==> config.mk <==
export PLATFORM = sky130hd
export DESIGN_NAME = circle_plotter_flat
export DESIGN_NICKNAME = d
export VERILOG_FILES = /design/src/rtl/circle_plotter_pkg.sv /design/src/rtl/circle_plotter_if.sv /design/src/rtl/circle_plotter_octant_point.sv /design/src/rtl/circle_plotter.sv /design/src/flat_wrapper.sv
export SDC_FILE = /design/constraint.sdc
export NUM_CORES = 1
export LEC_CHECK = 0
export BUFFER_PORTS_ARGS = -buffer_cell sky130_fd_sc_hd__buf_2
export CAP_MARGIN = 20
export CORE_MARGIN = 3
export CORE_UTILIZATION = 25
export DETAILED_ROUTE_END_ITERATION = 10
export HOLD_SLACK_MARGIN = 0.06
export PLACE_DENSITY_LB_ADDON = 0.2
export SYNTH_ARGS = -nofsm -noshare
export SYNTH_HDL_FRONTEND = slang
export SYNTH_HIERARCHICAL = 1
export SYNTH_SLANG_ARGS = --single-unit
==> constraint.sdc <==
create_clock -name clk -period 6.4 [get_ports clk]
set_input_delay 1.28 -clock clk [delete_from_list [all_inputs] [get_ports clk]]
set_output_delay 1.28 -clock clk [all_outputs]
set_load 0.005 [all_outputs]
==> src/rtl/circle_plotter_pkg.sv <==
// Shared types and constants for the midpoint circle engine.
package circle_pkg;

  typedef enum logic [2:0] {
    IDLE,
    INIT,
    PLOT,
    STEP,
    DONE
  } state_t;

  localparam int SCREEN_W_DEF = 160;
  localparam int SCREEN_H_DEF = 120;
  localparam int COORD_W      = 10;
  localparam int CRIT_W       = 11;

  typedef logic signed [COORD_W-1:0] coord_t;
  typedef logic signed [CRIT_W-1:0]  crit_t;

  // off_x may dip to -1 on the final step of a radius-0 circle, so widen it as signed.
  function automatic crit_t sext_off(input logic [8:0] v);
    return crit_t'({{2{v[8]}}, v});
  endfunction

  function automatic crit_t zext_off(input logic [8:0] v);
    return crit_t'({2'b00, v});
  endfunction

endpackage

==> src/rtl/circle_plotter_if.sv <==
// Request/response and pixel-write bundle between a requester and circle_plotter.
interface circle_plotter_if;

  logic       start;
  logic [2:0] colour;
  logic [7:0] centre_x;
  logic [6:0] centre_y;
  logic [7:0] radius;
  logic       done;
  logic [7:0] vga_x;
  logic [6:0] vga_y;
  logic [2:0] vga_colour;
  logic       vga_plot;

  modport master (
    output start, colour, centre_x, centre_y, radius,
    input  done, vga_x, vga_y, vga_colour, vga_plot
  );

  modport slave (
    input  start, colour, centre_x, centre_y, radius,
    output done, vga_x, vga_y, vga_colour, vga_plot
  );

endinterface

==> src/rtl/circle_plotter_octant_point.sv <==
// Maps centre, offsets and octant index to one signed outline point plus a clip flag.
module octant_point
  import circle_pkg::*;
#(
  parameter int SCREEN_W = SCREEN_W_DEF,
  parameter int SCREEN_H = SCREEN_H_DEF
) (
  input  logic [7:0] cx,
  input  logic [6:0] cy,
  input  logic [8:0] ox,
  input  logic [8:0] oy,
  input  logic [2:0] oct,
  output coord_t     px,
  output coord_t     py,
  output logic       in_bounds
);

  coord_t scx, scy, sox, soy;

  always_comb begin
    scx = coord_t'({2'b00, cx});
    scy = coord_t'({3'b000, cy});
    sox = coord_t'({1'b0, ox});
    soy = coord_t'({1'b0, oy});
    px  = scx;
    py  = scy;
    case (oct)
      3'd0: begin px = scx + sox; py = scy + soy; end
      3'd1: begin px = scx + soy; py = scy + sox; end
      3'd2: begin px = scx - sox; py = scy + soy; end
      3'd3: begin px = scx - soy; py = scy + sox; end
      3'd4: begin px = scx - sox; py = scy - soy; end
      3'd5: begin px = scx - soy; py = scy - sox; end
      3'd6: begin px = scx + sox; py = scy - soy; end
      3'd7: begin px = scx + soy; py = scy - sox; end
      default: begin px = scx; py = scy; end
    endcase
    in_bounds = (px >= coord_t'(0)) && (px < coord_t'(SCREEN_W)) &&
                (py >= coord_t'(0)) && (py < coord_t'(SCREEN_H));
  end

endmodule

==> src/rtl/circle_plotter.sv <==
// Midpoint circle engine: one candidate outline pixel per clock, done when the outline is complete.
module circle_plotter
  import circle_pkg::*;
#(
  parameter int SCREEN_W = SCREEN_W_DEF,
  parameter int SCREEN_H = SCREEN_H_DEF
) (
  input  logic             clk,
  input  logic             rst_n,
  circle_plotter_if.slave  bus
);

  state_t     state_q, state_d;
  logic [7:0] cx_q, cx_d;
  logic [6:0] cy_q, cy_d;
  logic [2:0] col_q, col_d;
  logic [7:0] r_q, r_d;
  logic [8:0] ox_q, ox_d;
  logic [8:0] oy_q, oy_d;
  crit_t      crit_q, crit_d;
  logic [2:0] oct_q, oct_d;

  logic [8:0] ox_new, oy_new;
  crit_t      ox_ext, oy_ext;
  logic       crit_le0;
  coord_t     px, py;
  logic       in_bounds;

  octant_point #(
    .SCREEN_W (SCREEN_W),
    .SCREEN_H (SCREEN_H)
  ) u_octant_point (
    .cx        (cx_q),
    .cy        (cy_q),
    .ox        (ox_q),
    .oy        (oy_q),
    .oct       (oct_q),
    .px        (px),
    .py        (py),
    .in_bounds (in_bounds)
  );

  always_ff @(posedge clk or negedge rst_n) begin
    if (!rst_n) begin
      state_q <= IDLE;
      cx_q    <= '0;
      cy_q    <= '0;
      col_q   <= '0;
      r_q     <= '0;
      ox_q    <= '0;
      oy_q    <= '0;
      crit_q  <= '0;
      oct_q   <= '0;
    end else begin
      state_q <= state_d;
      cx_q    <= cx_d;
      cy_q    <= cy_d;
      col_q   <= col_d;
      r_q     <= r_d;
      ox_q    <= ox_d;
      oy_q    <= oy_d;
      crit_q  <= crit_d;
      oct_q   <= oct_d;
    end
  end

  always_comb begin
    state_d = state_q;
    cx_d    = cx_q;
    cy_d    = cy_q;
    col_d   = col_q;
    r_d     = r_q;
    ox_d    = ox_q;
    oy_d    = oy_q;
    crit_d  = crit_q;
    oct_d   = oct_q;

    crit_le0 = (crit_q <= crit_t'(0));
    oy_new   = oy_q + 9'd1;
    ox_new   = crit_le0 ? ox_q : ox_q - 9'd1;
    oy_ext   = zext_off(oy_new);
    ox_ext   = sext_off(ox_new);

    case (state_q)
      IDLE: begin
        if (bus.start) begin
          cx_d    = bus.centre_x;
          cy_d    = bus.centre_y;
          col_d   = bus.colour;
          r_d     = bus.radius;
          state_d = INIT;
        end
      end
      INIT: begin
        ox_d    = {1'b0, r_q};
        oy_d    = '0;
        crit_d  = crit_t'(1) - crit_t'({3'b000, r_q});
        oct_d   = '0;
        state_d = PLOT;
      end
      PLOT: begin
        oct_d = oct_q + 3'd1;
        if (oct_q == 3'd7) begin
          state_d = STEP;
        end
      end
      STEP: begin
        oy_d = oy_new;
        ox_d = ox_new;
        // Decision variable update uses the already-advanced offsets.
        if (crit_le0) begin
          crit_d = crit_q + (oy_ext <<< 1) + crit_t'(1);
        end else begin
          crit_d = crit_q + ((oy_ext - ox_ext) <<< 1) + crit_t'(1);
        end
        oct_d   = '0;
        state_d = (oy_ext > ox_ext) ? DONE : PLOT;
      end
      DONE: begin
        if (!bus.start) begin
          state_d = IDLE;
        end
      end
      default: state_d = IDLE;
    endcase
  end

  always_comb begin
    bus.done       = (state_q == DONE);
    bus.vga_x      = '0;
    bus.vga_y      = '0;
    bus.vga_colour = '0;
    bus.vga_plot   = 1'b0;
    // Clipped points still occupy their cycle; only the strobe is suppressed.
    if (state_q == PLOT) begin
      bus.vga_x      = 8'(px);
      bus.vga_y      = 7'(py);
      bus.vga_colour = col_q;
      bus.vga_plot   = in_bounds;
    end
  end

endmodule
==> src/flat_wrapper.sv <==
// flat-port wrapper written by rule: the top's interface ports become plain ports
module circle_plotter_flat import circle_pkg::*;
#(
  parameter int SCREEN_W = SCREEN_W_DEF,
  parameter int SCREEN_H = SCREEN_H_DEF
)
  (clk, rst_n, bus_start, bus_colour, bus_centre_x, bus_centre_y, bus_radius, bus_done, bus_vga_x, bus_vga_y, bus_vga_colour, bus_vga_plot);
  circle_plotter_if bus_i ();
  input  logic clk;
  input  logic rst_n;
  input wire logic [$bits(bus_i.start)-1:0] bus_start;
  input wire logic [$bits(bus_i.colour)-1:0] bus_colour;
  input wire logic [$bits(bus_i.centre_x)-1:0] bus_centre_x;
  input wire logic [$bits(bus_i.centre_y)-1:0] bus_centre_y;
  input wire logic [$bits(bus_i.radius)-1:0] bus_radius;
  output wire logic [$bits(bus_i.done)-1:0] bus_done;
  output wire logic [$bits(bus_i.vga_x)-1:0] bus_vga_x;
  output wire logic [$bits(bus_i.vga_y)-1:0] bus_vga_y;
  output wire logic [$bits(bus_i.vga_colour)-1:0] bus_vga_colour;
  output wire logic [$bits(bus_i.vga_plot)-1:0] bus_vga_plot;
  assign bus_i.start = bus_start;
  assign bus_i.colour = bus_colour;
  assign bus_i.centre_x = bus_centre_x;
  assign bus_i.centre_y = bus_centre_y;
  assign bus_i.radius = bus_radius;
  assign bus_done = bus_i.done;
  assign bus_vga_x = bus_i.vga_x;
  assign bus_vga_y = bus_i.vga_y;
  assign bus_vga_colour = bus_i.vga_colour;
  assign bus_vga_plot = bus_i.vga_plot;
  circle_plotter #(.SCREEN_W(SCREEN_W), .SCREEN_H(SCREEN_H)) u_core (.clk(clk), .rst_n(rst_n), .bus(bus_i));
endmodule
== Word level (Yosys, flattened, before mapping) ==
Cells that the tools add are included.

* Equality and inequality tests: 14
* Order comparisons: 6
* Add/subtract/negate cells: 17
* Muxes and demuxes: 17
* Reduce and logical (&&, ||, !) cells: 18

{| class="wikitable"
|+ Operator list
! kind !! count
|-
| one-hot mux 10 bit (4 select lines) || 2
|-
| one-hot mux 9 bit (2 select lines) || 2
|-
| adder 11 bit || 2
|-
| adder 11 x 2 -> 11 bit, second input constant || 2
|-
| one-hot mux 11 bit (2 select lines) || 1
|-
| adder 7 x 9 -> 10 bit || 2
|-
| adder 8 x 9 -> 10 bit || 2
|-
| greater-or-equal comparator 10 x 1 -> 1 bit, second input constant || 2
|-
| subtractor 7 x 9 -> 10 bit || 2
|-
| subtractor 8 x 9 -> 10 bit || 2
|-
| OR reduction 2 bit || 9
|-
| == test 3 bit, second input constant || 5
|-
| two-way mux 3 bit || 5
|-
| one-hot mux 3 bit (5 select lines) || 1
|-
| == test 3 x 2 -> 1 bit, second input constant || 4
|-
| <= comparator 11 x 1 -> 1 bit, second input constant || 1
|-
| two-way mux 11 bit || 1
|-
| > comparator 10 x 9 -> 1 bit || 1
|-
| less-than comparator 10 x 8 -> 1 bit, second input constant || 1
|-
| less-than comparator 10 x 9 -> 1 bit, second input constant || 1
|-
| subtractor 10 x 9 -> 10 bit || 1
|-
| adder 9 x 1 -> 9 bit, second input constant || 1
|-
| two-way mux 9 bit || 1
|-
| subtractor 1 x 8 -> 9 bit, first input constant || 1
|-
| 14 further kinds || 20
|}

* Input bits: 29
* Logic and storage cells: 81
* Output and inout port bits: 20
* Flip-flop bits (word level): 61

== Depth between registers and ports, before layout ==
Gate-level depths: netlist of the first run.

* Depth in word-level cells: 8
* Depth in mapped cells: 21
* Mapped depth without buffers: 20

== Hierarchy ==
Netlist of the first run, hierarchy kept.

{| class="wikitable"
|+ Modules (own cells, without submodules)
! module !! times used !! cells each !! area each (um^2) !! seq. area each (um^2)
|-
| circle_plotter || 1 || 473 || 4,433.0 || 1,526.5
|-
| octant_point || 1 || 259 || 1,762.9 || 0.0
|}

== Worst setup path after synthesis of the first run ==
Ideal clock, no wire load.

* Path kind: reg-to-output
* Start point: register u_core.oct_q[0]
* End point: output port bus_vga_plot
* Cell stages (with the launch flop): 22
* Data arrival time: 4.245 ns
* Path slack: 0.875 ns
* Buffers on the path: 4
* Cell sequence: dfrtp_1 > buf_2 > buf_1 > clkbuf_1 > clkbuf_1 > nand2_1 > o21ai_0 > ha_1 > inv_1 > fa_1 > nor2b_1 > o31a_1 > o221ai_1 > a21boi_0 > o21a_1 > nor3_1 > ha_1 > inv_1 > or2_2 > a2111o_1 > o31ai_1 > and2_1

* Word-level cells in the longest chain between the ends: 8
* Elaborated cells on any way between the ends: 26

{| class="wikitable"
|+ RTL lines
! item !! RTL line !! RTL
|-
| start: declaration || circle_plotter.sv:21 || <nowiki>logic [2:0] oct_q, oct_d;</nowiki>
|-
| start signal: assignment || circle_plotter.sv:63 || <nowiki>oct_q <= oct_d;</nowiki>
|-
| == test 3 x 1 -> 1 bit (tied with other cells) || circle_plotter_octant_point.sv:27 || <nowiki>case (oct)</nowiki>
|-
| OR reduction 2 bit (no source line) || - ||
|-
| one-hot mux 10 bit (4 select lines) (*) || circle_plotter_octant_point.sv:27 ||
|-
| net u_core.px[6] || circle_plotter.sv:26 || <nowiki>coord_t px, py;</nowiki>
|-
| greater-or-equal comparator 10 x 1 -> 1 bit or less-than comparator 10 x 9 -> 1 bit (tied branches) || circle_plotter_octant_point.sv:38 || <nowiki>in_bounds = (px >= coord_t'(0)) && (px < coord_t'(SCREEN_W)) &&</nowiki>
|-
| logical AND 1 bit (*) (2 in series) || circle_plotter_octant_point.sv:38 ||
|-
| logical AND 1 bit (*) || circle_plotter_octant_point.sv:39 || <nowiki>(py >= coord_t'(0)) && (py < coord_t'(SCREEN_H));</nowiki>
|-
| net u_core.in_bounds || circle_plotter.sv:27 || <nowiki>logic in_bounds;</nowiki>
|-
| two-way mux 1 bit (*) || circle_plotter.sv:135 || <nowiki>if (state_q == PLOT) begin</nowiki>
|-
| end: declaration || flat_wrapper.sv:20 || <nowiki>output wire logic [$bits(bus_i.vga_plot)-1:0] bus_vga_plot;</nowiki>
|}

The timed path passes the listed nets; every way through them passes the cells marked *.

== Final worst setup path of the first run ==
* Start point: register u_core.oy_q[0]
* End point: output port bus_vga_plot

* Word-level cells in the longest chain between the ends: 7
* Elaborated cells on any way between the ends: 14

{| class="wikitable"
|+ RTL lines
! item !! RTL line !! RTL
|-
| start: declaration || circle_plotter.sv:19 || <nowiki>logic [8:0] oy_q, oy_d;</nowiki>
|-
| start signal: assignment || circle_plotter.sv:61 || <nowiki>oy_q <= oy_d;</nowiki>
|-
| adder 8 x 9 -> 10 bit or subtractor 8 x 9 -> 10 bit (tied branches) || - ||
|-
| one-hot mux 10 bit (4 select lines) (*) || circle_plotter_octant_point.sv:27 ||
|-
| net u_core.px[6] || circle_plotter.sv:26 ||
|-
| greater-or-equal comparator 10 x 1 -> 1 bit or less-than comparator 10 x 9 -> 1 bit (tied branches) || circle_plotter_octant_point.sv:38 ||
|-
| logical AND 1 bit (*) (2 in series) || circle_plotter_octant_point.sv:38 ||
|-
| logical AND 1 bit (*) || circle_plotter_octant_point.sv:39 ||
|-
| net u_core.in_bounds || circle_plotter.sv:27 ||
|-
| two-way mux 1 bit (*) || circle_plotter.sv:135 ||
|}

Marks and branches as above.

==> results of run 1 <==
registers in the layout, summed over array words and instances, names as in the netlist:
signal          cells
u_core/state_q      3
u_core/cy_q         7
u_core/cx_q         8
u_core/r_q          8
u_core/ox_q         9
u_core/col_q        3
u_core/oy_q         9
u_core/oct_q        3
u_core/crit_q      11
through the flow:
step | hold slack [ns] | std cells
6_report | 0.4934 | 1089
5_1_grt | 0.5282 | 1089
4_1_cts | 0.4995 | 1088
3_5_place_dp | 0.4874 | 1072
3_3_place_gp | 0.4860 | 1072
2_1_floorplan | 0.4721 | 727
path summary, 6_finish.rpt:
check	start	endpoint	slack, ns	cells past startpoint
max in group asynchronous	rst_n	u_core/state_q[2]	4.71	2
setup reg to reg	u_core/crit_q[0]	u_core/crit_q[9]	1.58	19
hold / removal	u_core/col_q[2]	u_core/col_q[2]	0.49	1
hold reg to reg	u_core/col_q[2]	u_core/col_q[2]	0.49	1
setup / recovery	u_core/oy_q[0]	bus_vga_plot	0.51	21
min in group asynchronous	rst_n	u_core/cx_q[1]	1.12	2
metal layers:
layer / global-route usage [%] / up-vias / wire length (um)
met2: 21.94 / 83 / 7963
met1: 17.46 / 2475 / 8271
met3: 2.518 / 17 / 615
met5: 0 / - / 0
met4: 3.422 / 0 / 301
li1: - / 2705 / -
layout make-up:
type                    instances  area share (%)
well taps                     319           5.650
clock buffers                  13           3.826
clock inverters                 3          0.6022
inverters                      33           1.753
repair buffers                 58           4.516
flip-flops and latches         61           21.61
multi-input cells             602           62.04
critical path, cell delays in order, from the launching register on:
cell	delay, ns
dfrtp_1	0.50
inv_1	0.12
ha_1	0.19
nor2b_1	0.42
nor2b_1	0.23
nor2_1	0.07
xnor2_1	0.13
a21oi_1	0.10
ha_1	0.36
o21a_1	0.13
o31a_1	0.18
o221ai_1	0.15
a21boi_0	0.17
o21a_1	0.19
nor3_1	0.13
ha_1	0.19
inv_1	0.04
or2_2	0.28
a2111o_1	0.38
o31ai_1	0.06
and2_1	0.14
buf_2	0.10
==> flow_metrics.py, run 1 <==
metrics = {
    "setup_path": {
        "start_kind": "register",
        "worst-setup-path-type": "register to primary output",
        "end_kind": "primary output",
        "worst-endpoint-required_ns": 5.12,
        "critPathMaxFanout": 11,
        "worstPathArrival_ns": 4.61,
    },
    "global_route": {
        "antenna_found_initial": 0,
        "grt_pass1_wl_um": 27910,
        "overflow": 0,
        "grt_max_degree": 62,
        "gr-usage-all-layers_pct": 13.15,
        "first_global_vias": 5144,
    },
    "synth": {
        "syn_inst": 727,
        "syn_area_sq_um": 6158,
        "syn_nets": 814,
        "synth_area_per_cell_sq_um": 8.471,
        "yosysWarnings": 6,
    },
    "die": {
        "die_w_um": 163.0,
        "core_sq_um": 23820,
        "die_y_um": 163.0,
        "dieArea_sq_um": 26550,
        "io_pins": 49,
        "rows": 56,
        "start_util_pct": 25.85,
    },
    "final_layout": {
        "register_area_sq_um": 1526,
        "syn2layout_area_growth_pct": 14.71,
        "multi_input_area_sq_um": 4383,
        "drive_above_1_share_pct": 15.71,
        "num_antenna_cells": 0,
        "final_core_util_pct": 29.65,
        "layout_commonest_cell": "nor2_1",
        "nets": 852,
        "finalInstanceArea_sq_um": 7064,
        "fill_cells": 2547,
        "layout_common_cells": "66 x nor2_1, 61 x dfrtp_1, 54 x o21ai_0",
    },
    "outcome": {
        "status": "complete, no violations",
    },
    "timing": {
        "drv_slew": 0,
        "max_freq_ghz": 0.1699,
        "worst_slew_pin_slew_ns": 0.8494,
        "layout_min_cycle_time_ns": 5.886,
        "hold_viol": 0,
        "slew_headroom_pct": 43.37,
        "rsz0062_at_grt": "no",
        "skew_ns": 0.008693,
        "setup_viol": 0,
        "min_period_over_period_pct": 91.97,
        "setup_slack_ns": 0.5138,
        "timing.setup.tns_ns": 0,
    },
    "place": {
        "dpl_cell_area_sq_um": 6740,
        "dp_slack_ns": 0.8906,
        "place_hpwl_um": 12850,
        "placement.io_buffers": 48,
        "gp_congestion": 0.7844,
    },
    "worst_hold_path": {
        "hold_class": "register to register",
    },
    "routing": {
        "drt-initial-drc-count": 290,
        "routedWlPerCell_um": 15.75,
        "vias": 5280,
        "ant_nets": 0,
        "finalWirelength_um": 17150,
        "viasPerCell": 4.848,
        "first_pass_iters": 4,
        "post-route-drc-count": 0,
    },
    "clock_network": {
        "post_cts_buffers": 0,
        "cts_hold_buf": 0,
        "cts_inserted_buffers": 9,
        "clock_sinks": 61,
        "ctsLongestPathBuffers": 2,
        "cts_root_buffer": "clkbuf_16",
        "h-tree-depth": 3,
        "clk_pin_slew_ns": 0.06,
        "cts_tree": "yes",
        "clock_latency_ns": 0.34,
        "cts_resized": 0,
    },
    "flow_run": {
        "drv_cap": 0,
    },
}
Power of run 1 is left out: the tool's default activity adds up to more than one toggle a clock period on the data nets, which glitch-free logic cannot reach.
==> run 2: changes to the inputs <==
--- a/config.mk
+++ b/config.mk
@@ -7,7 +7,6 @@
 export LEC_CHECK = 0
 export BUFFER_PORTS_ARGS = -buffer_cell sky130_fd_sc_hd__buf_2
 export CAP_MARGIN = 20
-export CORE_MARGIN = 3
 export CORE_UTILIZATION = 25
 export DETAILED_ROUTE_END_ITERATION = 10
 export HOLD_SLACK_MARGIN = 0.06
==> run 2 against run 1 <==
Against the previous run:
- critical endpoint unchanged
- critical path depth did not move
- cell area fell by 0.25%
- die area fell by 4.8%
- flip-flop and latch count did not move
- setup slack improved by 0.065 ns
- routed wire length barely moved
- hold slack improved by 0.0013 ns
- first-iteration DRC count fell by 8.3%
==> flow_metrics.py, run 2 (synthesized netlist as in run 1, its figures left out) <==
metrics = {
    "outcome": {
        "status": "complete, no violations",
    },
    "die": {
        "start_util_pct": 25.40,
        "die_y_um": 159.0,
        "io_pins": 49,
        "rows": 57,
        "core_sq_um": 24250,
        "dieArea_sq_um": 25270,
        "die_w_um": 159.0,
    },
    "clock_network": {
        "h-tree-depth": 3,
        "cts_tree": "yes",
        "clock_sinks": 61,
        "cts_inserted_buffers": 9,
        "ctsLongestPathBuffers": 2,
        "post_cts_buffers": 0,
        "clock_latency_ns": 0.35,
        "cts_root_buffer": "clkbuf_16",
        "clk_pin_slew_ns": 0.06,
        "cts_hold_buf": 0,
        "cts_resized": 0,
    },
    "global_route": {
        "first_global_vias": 5032,
        "overflow": 0,
        "grt_max_degree": 62,
        "antenna_found_initial": 0,
        "grt_pass1_wl_um": 28200,
        "gr-usage-all-layers_pct": 14.07,
    },
    "place": {
        "dp_slack_ns": 0.9669,
        "placement.io_buffers": 48,
        "dpl.cell_count": 1078,
        "place_hpwl_um": 12810,
        "gp_congestion": 0.7878,
    },
    "timing": {
        "skew_ns": 0.01165,
        "min_period_over_period_pct": 90.95,
        "max_freq_ghz": 0.1718,
        "hold_viol": 0,
        "layout_min_cycle_time_ns": 5.821,
        "rsz0062_at_grt": "no",
        "setup_slack_ns": 0.5792,
        "timing.setup.tns_ns": 0,
        "slew_headroom_pct": 43.40,
        "drv_slew": 0,
        "worst_slew_pin_slew_ns": 0.8490,
        "setup_viol": 0,
    },
    "routing": {
        "drt-initial-drc-count": 266,
        "finalWirelength_um": 17160,
        "first_pass_iters": 4,
        "viasPerCell": 4.864,
        "post-route-drc-count": 0,
        "routedWlPerCell_um": 15.69,
        "ant_nets": 0,
        "vias": 5321,
    },
    "final_layout": {
        "layout_commonest_cell": "nor2_1",
        "syn2layout_area_growth_pct": 14.43,
        "final_cells": 1094,
        "reg_top3": "u_core/crit_q x11, u_core/ox_q x9, u_core/oy_q x9",
        "nets": 853,
        "drive_above_1_share_pct": 15.71,
        "num_antenna_cells": 0,
        "layout_common_cells": "66 x nor2_1, 61 x dfrtp_1, 54 x o21ai_0",
        "largest_reg_flops": 11,
        "top_register": "u_core/crit_q",
    },
    "flow_run": {
        "drv_cap": 0,
    },
    "setup_path": {
        "worst-setup-path-type": "register to primary output",
        "crit_path_start": "u_core/oy_q[0]",
        "critPathMaxFanout": 11,
        "start_kind": "register",
        "end_kind": "primary output",
        "reg2reg_from": "u_core/crit_q[0]",
        "worstPathArrival_ns": 4.54,
        "worst-endpoint-required_ns": 5.12,
    },
    "worst_hold_path": {
        "hp-start": "u_core/col_q[2]",
        "hold_class": "register to register",
    },
}
[run 2: cell types whose count changed in the layout (fill, tap and decap cells not counted)]
cell,previous run,this run
clkbuf_8,3,0
clkinv_2,1,3
buf_4,9,10
[run 2: final timing paths]
check                      slack [ns]                end  depth (start not counted)
max reg2reg                      1.58   u_core/crit_q[9]                         19
min                              0.49    u_core/col_q[2]                          1
min reg2reg                      0.49    u_core/col_q[2]                          1
min in group asynchronous        1.12    u_core/col_q[0]                          2
max in group asynchronous        4.71  u_core/state_q[0]                          2
max                              0.58       bus_vga_plot                         21
[run 2: stage by stage]
| stage | hold slack [ns] | area, sq um | util (%) |
|---|---|---|---|
| after floorplan | 0.4721 | 6158 | - |
| after global placement | 0.4816 | 6754 | 27.85 |
| after detailed placement | 0.4873 | 6754 | 27.85 |
| after CTS | 0.4994 | 7036 | 29.01 |
| after global routing | 0.5083 | 7047 | 29.06 |
| final | 0.4947 | 7047 | 29.06 |
[run 2: worst max-delay path, stage by stage, from the launching register on]
cell	delay [ns]
dfrtp_1	0.50
inv_1	0.13
ha_1	0.19
nor2b_1	0.37
nor2b_1	0.23
nor2_1	0.07
xnor2_1	0.13
a21oi_1	0.09
ha_1	0.36
o21a_1	0.13
o31a_1	0.16
o221ai_1	0.13
a21boi_0	0.17
o21a_1	0.20
nor3_1	0.14
ha_1	0.19
inv_1	0.04
or2_2	0.28
a2111o_1	0.38
o31ai_1	0.07
and2_1	0.14
buf_2	0.10
[run 2: cell type report]
type,instances,area [sq um]
multi-input cells,602,4383
fillers,2652,17200
flip-flops and latches,61,1526
clock inverters,5,52.55
repair buffers,59,326.6
well taps,324,405.4
clock buffers,10,229.0
inverters,33,123.9
[run 2: per-layer routing]
metal | global-route usage [%] | wire length [um] | vias to the layer above
met3 | 2.188 | 402 | 13
li1 | - | - | 2695
met4 | 3.278 | 167 | 0
met5 | 0 | 0 | -
met1 | 19.32 | 8596 | 2556
met2 | 23.13 | 7998 | 57
Power of run 2 is left out for the same reason.
==> run 3: changes to the inputs <==
--- a/config.mk
+++ b/config.mk
@@ -13,5 +13,4 @@
 export PLACE_DENSITY_LB_ADDON = 0.2
 export SYNTH_ARGS = -nofsm -noshare
 export SYNTH_HDL_FRONTEND = slang
-export SYNTH_HIERARCHICAL = 1
 export SYNTH_SLANG_ARGS = --single-unit
==> constraint.sdc (replaced) <==
create_clock -name clk -period 7.2 [get_ports clk]
set_input_delay 1.44 -clock clk [delete_from_list [all_inputs] [get_ports clk]]
set_output_delay 1.44 -clock clk [all_outputs]
set_load 0.005 [all_outputs]
==> run 3 against run 2 <==
Against the previous run:
- core utilization increased by 0.16 points
- register-to-register slack better by 0.76 ns
- hold slack improved by 0.0045 ns
- sequential share of layout area rose by 0.53 points
- routed wire length grew 7.7%
- critical path type unchanged
- critical path depth is 5 lower
- clock-buffer cell count unchanged
- clock skew decreased by 0.0054 ns
- non-clock buffer count shrank 6
- global-route usage grew 1.6 points
==> flow_metrics.py, run 3 <==
metrics = {
    "outcome": {
        "status": "complete, no violations",
    },
    "clock_network": {
        "cts_tree": "yes",
        "clock_sinks": 61,
        "ctsLongestPathBuffers": 2,
        "cts_inserted_buffers": 9,
        "h-tree-depth": 3,
        "clock_latency_ns": 0.34,
        "cts_hold_buf": 0,
        "clk_pin_slew_ns": 0.06,
        "cts_root_buffer": "clkbuf_16",
        "cts_resized": 0,
        "post_cts_buffers": 0,
    },
    "final_layout": {
        "nets": 880,
        "final_core_util_pct": 29.22,
        "register_area_sq_um": 1526,
        "layout_commonest_cell": "nor2_1",
        "num_antenna_cells": 0,
        "fill_cells": 2633,
        "multi_input_area_sq_um": 4243,
        "layout_common_cells": "80 x nor2_1, 79 x o21ai_0, 76 x nand2_1",
        "reg_top3": "u_core.crit_q x11, u_core.ox_q x9, u_core.oy_q x9",
        "syn2layout_area_growth_pct": 14.00,
        "top_register": "u_core.crit_q",
        "drive_above_1_share_pct": 13.43,
        "largest_reg_flops": 11,
    },
    "synth": {
        "synthMostInstantiatedCell": "nor2_1",
        "synth_area_per_cell_sq_um": 7.868,
        "yosysUniqueCellTypes": 67,
        "synth_edf_count": 0,
        "synth_common_cells": "80 x nor2_1, 79 x o21ai_0, 76 x nand2_1, 61 x dfrtp_1, 55 x ha_1",
        "yosysWarnings": 0,
        "ys_seq_elements": 61,
        "synthArstFlopShare_pct": 100.0,
        "synth-main-ff-cell": "dfrtp_1",
        "syn_area_sq_um": 6035,
        "synth_top_area_share_pct": 25.30,
        "yosys-top-cells-area": "dfrtp_1 25%, ha_1 11%, o21ai_0 6.6%, nor2_1 5.0%, nand2_1 4.7%",
        "syn_nets": 855,
        "syn_inst": 767,
        "yosys.area.top_type": "dfrtp_1",
        "seq_area_frac_synth_pct": 25.30,
    },
    "setup_path": {
        "slowest_delay_ns": 0.51,
        "start_kind": "register",
        "rr_endpoint": "u_core.crit_q[10]",
        "critPathMaxFanout": 8,
        "r2r_slack_ns": 2.34,
        "reg2reg_depth": 18,
        "crit_path_top_delay_cell": "or3_1",
        "reg2reg_from": "u_core.crit_q[0]",
        "end_kind": "primary output",
        "worst-setup-path-type": "register to primary output",
        "worst-endpoint-required_ns": 5.76,
        "worstPathArrival_ns": 4.77,
        "cpMostUsedCell": "ha_1",
        "crit_chain": "ha_1, ha_1, or3_1, nor2_1, nand2_1, nand4_1, inv_1, ha_1, nor2b_1, o21ai_0, a21oi_1, o31a_1, or3_1, o41a_1, o2111a_1, buf_2",
    },
    "flow_run": {
        "drv_cap": 0,
    },
    "routing": {
        "drt-initial-drc-count": 362,
        "first_pass_iters": 6,
        "ant_nets": 0,
        "routedWlPerCell_um": 16.57,
        "post-route-drc-count": 0,
        "vias": 5516,
        "finalWirelength_um": 18490,
        "viasPerCell": 4.943,
    },
    "die": {
        "die_y_um": 157.4,
        "start_util_pct": 25.63,
        "rows": 56,
        "io_pins": 49,
        "dieArea_sq_um": 24760,
        "die_w_um": 157.4,
        "core_sq_um": 23540,
    },
    "timing": {
        "min_period_over_period_pct": 86.20,
        "rsz0062_at_grt": "no",
        "skew_ns": 0.006237,
        "max_freq_ghz": 0.1611,
        "drv_slew": 0,
        "worst_slew_pin_slew_ns": 0.9142,
        "timing.setup.tns_ns": 0,
        "layout_min_cycle_time_ns": 6.207,
        "slew_headroom_pct": 38.93,
        "setup_viol": 0,
        "setup_slack_ns": 0.9933,
        "hold_viol": 0,
    },
    "worst_hold_path": {
        "min_delay_path_depth": 1,
        "hold_class": "register to register",
        "hp-start": "u_core.col_q[2]",
        "whs_endpoint": "u_core.col_q[2]",
    },
    "global_route": {
        "grtUsageMet2_pct": 24.65,
        "grt_pass1_wl_um": 29630,
        "first_global_vias": 5205,
        "met1_usage_pct": 22.08,
        "overflow": 0,
        "grt_max_degree": 62,
        "antenna_found_initial": 0,
        "met3_usage_pct": 2.395,
        "gr-usage-all-layers_pct": 15.68,
        "grt-busiest-layer": "met2",
    },
    "place": {
        "dp_slack_ns": 1.401,
        "placement.io_buffers": 48,
        "gp_congestion": 0.8451,
        "place_hpwl_um": 14190,
    },
}
-- run 3: cell count changes in the layout (fill, tap and decap cells not counted), sizes merged, moves of 6 or more --
cell    before  now
o311ai       0    6
and2        24    2
nand2       48   76
nor3        21   32
a22oi        2   12
o21ai       54   79
nor2        66   80
xnor2       36   24
or3          6   12
buf         59   53
mux2i       15    4
-- run 3: how the worst max path moves through the flow --
stage / start / end / slack, ns / cells after the start
after floorplan: u_core.oct_q[2] / bus_vga_plot / 1.92 / 17
after global placement: u_core.oct_q[0] / bus_vga_plot / 1.44 / 16
after detailed placement: u_core.oct_q[0] / bus_vga_plot / 1.40 / 16
after CTS: u_core.oct_q[0] / bus_vga_plot / 1.01 / 16
after global routing: u_core.oct_q[0] / bus_vga_plot / 0.62 / 16
final: u_core.oct_q[0] / bus_vga_plot / 0.99 / 16
-- run 3: area by class of cell --
type | instances | area share [%]
Clock buffer | 10 | 3.328
Tap cell | 319 | 5.802
Sequential cell | 61 | 22.19
Inverter | 31 | 1.692
Clock inverter | 6 | 1.273
Timing Repair Buffer | 53 | 4.038
Multi-Input combinational cell | 636 | 61.68
-- run 3: per-layer routing --
| layer | vias up | wire length, um |
|---|---|---|
| met5 | - | 0 |
| met4 | 0 | 251 |
| met3 | 18 | 574 |
| met2 | 91 | 8375 |
| met1 | 2583 | 9292 |
| li1 | 2824 | - |
-- run 3: logic make-up (layout without fill, tap and decap cells) --
kind of cell	count (synthesis)	after routing	share of synthesized area, %
AOI/OAI and AO/OA	224	224	23.06
xor gates and xnor gates	50	50	7.257
muxes	27	27	4.955
adders and majority gates	60	60	12.90
DFF	61	61	25.30
and+or+nand+nor	275	275	21.96
buffers and inverters	70	100	4.582
-- run 3: metrics by stage --
step | hold slack (ns) | cell area (sq um) | instances
3_3_place_gp | 0.4864 | 6563 | 1100
6_report | 0.4992 | 6879 | 1116
5_1_grt | 0.5169 | 6879 | 1116
4_1_cts | 0.5057 | 6879 | 1116
2_1_floorplan | 0.4727 | 6035 | 767
3_5_place_dp | 0.4917 | 6563 | 1100
-- run 3: critical path, delay by kind of cell (launching register included) --
family,cells,cell delay [ns]
AOI/OAI and AO/OA,5,1.26
adders and majority gates,3,0.83
buffers and inverters,2,0.18
DFF,1,0.42
and+or+nand+nor,6,1.74
Power of run 3 is left out for the same reason.
